===== src/rtl/deserializer_if.sv =====
// Serial-in / parallel-out handshake bundle for the deserializer.
// slave = the deserializer itself, master = the sample source plus the frame consumer.
interface deserializer_if #(
    parameter int BIT_WIDTH = 32,
    parameter int N_SAMPLES = 8
);
    localparam int LW = $clog2(N_SAMPLES + 1);

    logic [BIT_WIDTH-1:0]           recv_msg;
    logic                           recv_val;
    logic                           recv_rdy;
    logic                           flush;
    logic [N_SAMPLES*BIT_WIDTH-1:0] send_msg;
    logic [LW-1:0]                  send_len;
    logic                           send_val;
    logic                           send_rdy;

    modport slave (
        input  recv_msg, recv_val, flush, send_rdy,
        output recv_rdy, send_msg, send_len, send_val
    );

    modport master (
        output recv_msg, recv_val, flush, send_rdy,
        input  recv_rdy, send_msg, send_len, send_val
    );
endinterface


===== src/rtl/deserializer.sv =====
// Collects N_SAMPLES serial words into one parallel frame, with flush for partial frames.
// Latency: frame valid the cycle after the last word's receive fire (or the flush cycle).
// Backpressure: recv_rdy drops while a frame is pending and send_rdy is low; frame held stable.
module deserializer #(
    parameter  int BIT_WIDTH = 32,
    parameter  int N_SAMPLES = 8,
    localparam int CW        = (N_SAMPLES > 1) ? $clog2(N_SAMPLES) : 1,
    localparam int LW        = $clog2(N_SAMPLES + 1)
) (
    input  logic          clk,
    input  logic          reset,
    deserializer_if.slave io
);

    typedef enum logic {FILL = 1'b0, FULL = 1'b1} state_t;

    state_t                               state_q, state_d;
    logic [N_SAMPLES-1:0][BIT_WIDTH-1:0]  data_q, data_d;
    logic [CW-1:0]                        cnt_q, cnt_d;
    logic [LW-1:0]                        len_q, len_d;

    logic          recv_rdy;
    logic          recv_fire;
    logic          send_fire;
    logic [LW-1:0] k;

    // A pending frame can be replaced in the same cycle it is consumed, so
    // ready follows the consumer combinationally.
    assign recv_rdy  = (state_q == FILL) || io.send_rdy;
    assign recv_fire = io.recv_val && recv_rdy;
    assign send_fire = (state_q == FULL) && io.send_rdy;
    assign k         = LW'(cnt_q) + LW'(recv_fire);

    assign io.recv_rdy = recv_rdy;
    assign io.send_val = (state_q == FULL);
    assign io.send_msg = data_q;
    assign io.send_len = len_q;

    always_comb begin
        state_d = state_q;
        data_d  = data_q;
        cnt_d   = cnt_q;
        len_d   = len_q;

        if (send_fire) begin
            state_d = FILL;
        end

        // In FULL cnt is always 0, so a word arriving alongside a send lands in slot 0.
        if (recv_fire) begin
            data_d[cnt_q] = io.recv_msg;
            if (cnt_q == CW'(N_SAMPLES - 1)) begin
                cnt_d   = '0;
                state_d = FULL;
                len_d   = LW'(N_SAMPLES);
            end else begin
                cnt_d = cnt_q + 1'b1;
            end
        end

        if ((state_q == FILL) && io.flush && (k != '0)) begin
            state_d = FULL;
            len_d   = k;
            cnt_d   = '0;
            for (int i = 0; i < N_SAMPLES; i++) begin
                if (i >= int'(k)) begin
                    data_d[i] = '0;
                end
            end
        end
    end

    always_ff @(posedge clk) begin
        if (reset) begin
            state_q <= FILL;
            data_q  <= '0;
            cnt_q   <= '0;
            len_q   <= '0;
        end else begin
            state_q <= state_d;
            data_q  <= data_d;
            cnt_q   <= cnt_d;
            len_q   <= len_d;
        end
    end

endmodule


===== src/flat_wrapper.sv =====
// flat-port wrapper written by rule: the top's interface ports become plain ports
module deserializer_flat 
#(
    parameter  int BIT_WIDTH = 32,
    parameter  int N_SAMPLES = 8,
    localparam int CW        = (N_SAMPLES > 1) ? $clog2(N_SAMPLES) : 1,
    localparam int LW        = $clog2(N_SAMPLES + 1)
)
  (clk, reset, io_recv_msg, io_recv_val, io_flush, io_send_rdy, io_recv_rdy, io_send_msg, io_send_len, io_send_val);
  deserializer_if #(.BIT_WIDTH(BIT_WIDTH), .N_SAMPLES(N_SAMPLES)) io_i ();
  input  logic clk;
  input  logic reset;
  input wire logic [$bits(io_i.recv_msg)-1:0] io_recv_msg;
  input wire logic [$bits(io_i.recv_val)-1:0] io_recv_val;
  input wire logic [$bits(io_i.flush)-1:0] io_flush;
  input wire logic [$bits(io_i.send_rdy)-1:0] io_send_rdy;
  output wire logic [$bits(io_i.recv_rdy)-1:0] io_recv_rdy;
  output wire logic [$bits(io_i.send_msg)-1:0] io_send_msg;
  output wire logic [$bits(io_i.send_len)-1:0] io_send_len;
  output wire logic [$bits(io_i.send_val)-1:0] io_send_val;
  assign io_i.recv_msg = io_recv_msg;
  assign io_i.recv_val = io_recv_val;
  assign io_i.flush = io_flush;
  assign io_i.send_rdy = io_send_rdy;
  assign io_recv_rdy = io_i.recv_rdy;
  assign io_send_msg = io_i.send_msg;
  assign io_send_len = io_i.send_len;
  assign io_send_val = io_i.send_val;
  deserializer #(.BIT_WIDTH(BIT_WIDTH), .N_SAMPLES(N_SAMPLES)) u_core (.clk(clk), .reset(reset), .io(io_i));
endmodule

===== config.mk =====
export PLATFORM = sky130hd
export DESIGN_NAME = deserializer_flat
export DESIGN_NICKNAME = d
export VERILOG_FILES = /design/src/rtl/deserializer_if.sv /design/src/rtl/deserializer.sv /design/src/flat_wrapper.sv
export SDC_FILE = /design/constraint.sdc
export NUM_CORES = 1
export LEC_CHECK = 0
export CORE_ASPECT_RATIO = 1.5
export CORE_MARGIN = 1
export CORE_UTILIZATION = 40
export DETAILED_ROUTE_END_ITERATION = 8
export PLACE_DENSITY = 0.7
export SLEW_MARGIN = 30
export SYNTH_ARGS = -nofsm -noshare
export SYNTH_HDL_FRONTEND = slang
export SYNTH_SLANG_ARGS = --single-unit

===== constraint.sdc =====
create_clock -name clk -period 7.5 [get_ports clk]
set_input_delay 1.125 -clock clk [delete_from_list [all_inputs] [get_ports clk]]
set_output_delay 1.125 -clock clk [all_outputs]
set_load 0.01 [all_outputs]

# Yosys cells after proc, flatten, opt, wreduce, memory -nomap -nowiden
# Index checks and enable logic that the tools add are counted.
dict set report totals {
  output_inout_bits 262
  regBits 264
  in_bits 37
}
dict set report op_classes {
  addsub 2
  bitwise_logic 1
  n_reduce_logical 11
  n_eq_ne 1
  n_mux 21
  magnitude_cmp 10
}
# cell count
set ops {}
lappend ops {{2-to-1 mux 256 bit} 2}
lappend ops {{2-to-1 mux 32 bit} 9}
lappend ops {{bitwise mux 256 bit} 1}
lappend ops {{demux 32 bit (select 3 bit)} 1}
lappend ops {{>= comparator 3 x 4 -> 1 bit (first input constant)} 4}
lappend ops {{2-to-1 mux 4 bit} 3}
lappend ops {{>= comparator 1 x 4 -> 1 bit (first input constant)} 2}
lappend ops {{>= comparator 2 x 4 -> 1 bit (first input constant)} 2}
lappend ops {{logical AND 1 bit} 5}
lappend ops {{adder 3 x 1 -> 4 bit} 1}
lappend ops {{less-than comparator 3 x 4 -> 1 bit (second input constant)} 1}
lappend ops {{2-to-1 mux 1 bit} 4}
lappend ops {{nonzero test 2 bit} 2}
lappend ops {{nonzero test 4 bit} 1}
lappend ops {{adder 3 x 1 -> 3 bit (second input constant)} 1}
lappend ops {{== test 3 bit (second input constant)} 1}
lappend ops {{>= comparator 3 x 1 -> 1 bit (second input constant)} 1}
lappend ops {{2-to-1 mux 3 bit} 1}
lappend ops {{AND reduction 2 bit} 1}
lappend ops {{OR reduction 2 bit} 1}
lappend ops {{logical OR 1 bit} 1}
lappend ops {{inverter 1 bit} 1}

# Depth between registers and ports, before layout
dict set report depth {
  depth_word 8
  ltp_mapped 12
  ltp_nobuf 9
}

# Least setup slack after synthesis
# No wires, ideal clock.
dict set report synth_timing {
  kind {input-to-reg}
  start {input port io_send_rdy}
  end {register u_core.data_q (netlist bit u_core.io.send_msg[161])}
  t_required_ns 7.364
  setup_ns 0.136
  arrival_time_ns 3.196
  n_path_buf 3
  path_slack_ns 4.168
  cell_stages 12
  path_cell_list {nand2b_1 > buf_2 > buf_6 > nand2_1 > inv_1 > ha_1 > ha_1 > a21boi_2 > a21o_2 > a211oi_4 > buf_6 > nor3_2}
}
dict set report synth_between {
  elab_chain_len 6
  word_cells_on_any_way 9
  classes_between {1 x add/sub; 1 x order compare; 3 x mux; 4 x reduce/logical}
}
# item line
set synth_lines {}
lappend synth_lines {{start: declaration} flat_wrapper.sv:16} ;# input wire logic [$bits(io_i.send_rdy)-1:0] io_send_rdy;
lappend synth_lines {{logical OR 1 bit (*)} deserializer.sv:29} ;# assign recv_rdy = (state_q == FILL) || io.send_rdy;
lappend synth_lines {{via io_recv_rdy} flat_wrapper.sv:17} ;# output wire logic [$bits(io_i.recv_rdy)-1:0] io_recv_rdy;
lappend synth_lines {{logical AND 1 bit (*)} deserializer.sv:30} ;# assign recv_fire = io.recv_val && recv_rdy;
lappend synth_lines {{via u_core.recv_fire} deserializer.sv:23} ;# logic recv_fire;
lappend synth_lines {{adder 3 x 1 -> 4 bit} deserializer.sv:32} ;# assign k = LW'(cnt_q) + LW'(recv_fire);
lappend synth_lines {{>= comparator 3 x 4 -> 1 bit / nonzero test 4 bit (equally long branches)} {deserializer.sv:66, deserializer.sv:61}}
lappend synth_lines {{2-to-1 mux 32 bit / logical AND 1 bit (equally long branches)} {deserializer.sv:66, deserializer.sv:61}}
lappend synth_lines {{2-to-1 mux 256 bit (*)} deserializer.sv:61} ;# if ((state_q == FILL) && io.flush && (k != '0)) begin
lappend synth_lines {{end signal: assignment} deserializer.sv:81} ;# data_q <= data_d;
lappend synth_lines {{end: declaration} deserializer.sv:18} ;# logic [N_SAMPLES-1:0][BIT_WIDTH-1:0] data_q, data_d;
# The timed path passes the listed nets; every way through them passes the cells marked *.
# A chain may end at the register's enable or synchronous reset.

# Worst setup path after layout
dict set report layout_timing {
  start {input port io_send_rdy}
  end {register u_core.data_q (netlist bit u_core.io.send_msg[72])}
}
dict set report layout_between {
  elab_chain_len 6
  word_cells_on_any_way 9
  classes_between {1 x add/sub; 1 x order compare; 3 x mux; 4 x reduce/logical}
}
# item line
set layout_lines {}
lappend layout_lines {{logical OR 1 bit (*)} deserializer.sv:29}
lappend layout_lines {{logical AND 1 bit (*)} deserializer.sv:30}
lappend layout_lines {{via u_core.recv_fire} deserializer.sv:23}
lappend layout_lines {{adder 3 x 1 -> 4 bit} deserializer.sv:32}
lappend layout_lines {{>= comparator 2 x 4 -> 1 bit / nonzero test 4 bit (equally long branches)} {deserializer.sv:66, deserializer.sv:61}}
lappend layout_lines {{2-to-1 mux 32 bit / logical AND 1 bit (equally long branches)} {deserializer.sv:66, deserializer.sv:61}}
lappend layout_lines {{2-to-1 mux 256 bit (*)} deserializer.sv:61}
# Marked as above.

==> metrics.cfg <==
[timing]
fin_crit_sh_pct = 55.2
holdWs_ns = 0.453
finalSetupTns_ns = 0
fmax_mhz = 242
worst_slew_pin_slew_ns = 0.992
hold_viol_final = 0
fin_crit_ns = 4.14
drv_slew = 0
maxSlewHeadroom_pct = 33.8
finalSetupViolCount = 0
skew_ns = 0.00561
grt_setup_unrepaired = no

[placement]
place_hpwl_um = 22600
globalplace.congestion = 0.826
portBuffers = 298

[clocking]
cts_made_buffers = 25
cts_hold_buf = 0
clock_latency_ns = 0.52
cts.repair.resized = 0
cts_buffer_depth = 3
ctsHtreeMaxLevel = 1
tritoncts = done
root_buffer = clkbuf_16
clock_sinks = 264
cts.reportedPaths.clkPinSlew_ns = 0.06
post_cts_buffers = 0

[worst_setup_path]
worstSetupPathType = input port to register
reg2reg_depth = 10
regToRegStartpoint = u_core.io.send_val
reg2reg_slack_ns = 4.11
startpoint_type = input port
worst_ep_required_time_ns = 7.89
slowest_stage = o31ai_4
path_max_fanout = 20
end_kind = register
cpPeakStageDelay_ns = 0.64
r2r_end = u_core.io.send_msg[72]
arrival_ns = 4.53
crit_chain = clkdlybuf4s50_1 > nand2b_1 > nand2_1 > inv_1 > ha_1 > ha_1 > a21boi_2 > a21oi_1 > o31ai_4 > buf_4 > a21oi_1

[yosys]
yosys-top-cells-count = nand2_1, dfxtp_1, a21oi_1
yosysTopAreaCellShare_pct = 52.7
netlist_area_sq_um = 10000
synth_cells = 1123
synth_seq_cells = 264
synth.avg_cell_area_sq_um = 8.93
yosysMostFrequentCell = nand2_1
netlist_top_cells_area = dfxtp_1, nand2_1, mux2i_1
synth_area_leader_cell = dfxtp_1
synth_edf_count = 0
ys_types = 40
ys_seq_area_share_pct = 52.7
syn_nets = 1164
synth_ff_type = dfxtp_1
yosys_warnings = 0
async_flop_share_pct = 0

[run]
max-cap-violations = 0

[global_route]
grt_max_degree = 80
grt_pass1_wl_um = 49400
antenna_found_initial = 0
grt_remaining_overflow = 0
track_usage_pct = 24.9
grt_pass1_vias = 8170

[drt]
wl_per_cell_um = 19.6
drtAntennaViolNets = 0
drt_iter0_drc = 483
viasPerCell = 5.16
routed_wl_um = 33000
dr.pass1.iters = 5
drc_errors = 0
via_count = 8707

[cells_and_area]
final_nets = 1388
drive_above_1_share_pct = 7.05
multi_input_area_sq_um = 4160
syn_to_final_growth_pct = 37.7
seqCellArea_sq_um = 5290
n_antenna_cell = 0
fillCellCount = 2234

[die]
io_pins = 299
start_util_pct = 40.9
fp.dieArea_sq_um = 25700
rows = 70
core_sq_um = 24500
dieWidth_um = 131
die_y_um = 196

[power]
ir_drop_v = 0.000189
leakagePower_nw = 5.02
p_per_area_nw_per_um2 = 219

[min_path]
whs_endpoint = u_core.io.send_msg[119]
worstHoldStart = u_core.io.send_msg[119]
min_path_cells = 2
min_path_type = register to register

[run_status]
status = completed

==> worst max-delay path by stage <==
stage                           start                 endpoint
after floorplan           io_send_rdy  u_core.io.send_msg[161]
after global placement    io_send_rdy   u_core.io.send_msg[81]
after detailed placement  io_send_rdy   u_core.io.send_msg[72]
after CTS                 io_send_rdy   u_core.io.send_msg[72]
after global routing      io_send_rdy   u_core.io.send_msg[72]
final                     io_send_rdy   u_core.io.send_msg[72]
==> where the power goes <==
| part | switching (W) | total, W | internal [W] | leakage [nW] |
|---|---|---|---|---|
| Clock | 0.000528 | 0.00126 | 0.000735 | 0.390 |
| Sequential | 0.0000187 | 0.00145 | 0.00143 | 2.13 |
| Combinational | 0.000209 | 0.000321 | 0.000112 | 2.50 |
| Total | 0.000756 | 0.00303 | 0.00228 | 5.02 |
==> layer usage <==
layer	track usage [%]	wire, um
met1	27.6	12500
met5	0	0
met3	4.55	2180
met2	47.2	17400
met4	8.05	950
==> cells in the final DEF (no fill, tap or decap), types with 3 or more instances in the layout <==
cell type	count
clkbuf_1	7
clkinv_2	3
a21oi_1	163
mux2i_1	98
nor3_1	79
nor3_2	23
inv_1	3
nand4b_1	3
nand2_1	323
nor2_1	5
ha_1	4
clkbuf_16	25
buf_4	16
a31o_2	3
bufinv_16	3
clkdlybuf4s50_1	297
dfxtp_1	264
==> cells by family (layout without fill, tap and decap cells) <==
kind of cell,after synthesis,count (layout),share of synthesized area [%]
AO/OA/AOI/OAI,179,179,9.90
XOR/XNOR,3,3,0.337
adder cells (fa/ha/maj),4,4,0.499
buffers and inverters,122,361,6.37
flip-flops,264,264,52.7
multiplexers,98,98,9.78
AND/OR/NAND/NOR,453,453,20.4
==> sequential cells by signal (all words and copies together) (netlist names) <==
register            count
u_core.cnt_q            3
u_core.io.send_val      1
u_core.io.send_len      4
u_core.io.send_msg    256
==> worst max-delay path: cells and delay by family <==
kind	cells	cell delay [ns]
simple gates	2	0.83
fa+ha+maj	2	0.48
compound gates	4	1.11
buf+inv	3	0.96
==> per-stage QoR <==
step	setup WS [ns]	area (sq um)	utilization (%)	instances	power, W
global route	3.12	13800	56.3	1686	0.00313
detailed placement	2.82	13000	53.0	1643	0.00180
finish	3.36	13800	56.3	1686	0.00303
global placement	2.94	13000	52.8	1641	0.00179
floorplan	4.17	10000	-	1123	0.00166
CTS	3.37	13800	56.2	1685	0.00306
==> layout make-up <==
class / count / share of cell area, %
Timing Repair Buffer: 316 / 22.8
Tap cell: 324 / 2.93
Clock inverter: 8 / 0.878
Sequential cell: 264 / 38.3
Clock buffer: 34 / 4.92
Inverter: 3 / 0.0815
Multi-Input combinational cell: 737 / 30.1
Power figures use the tool's default switching activity.
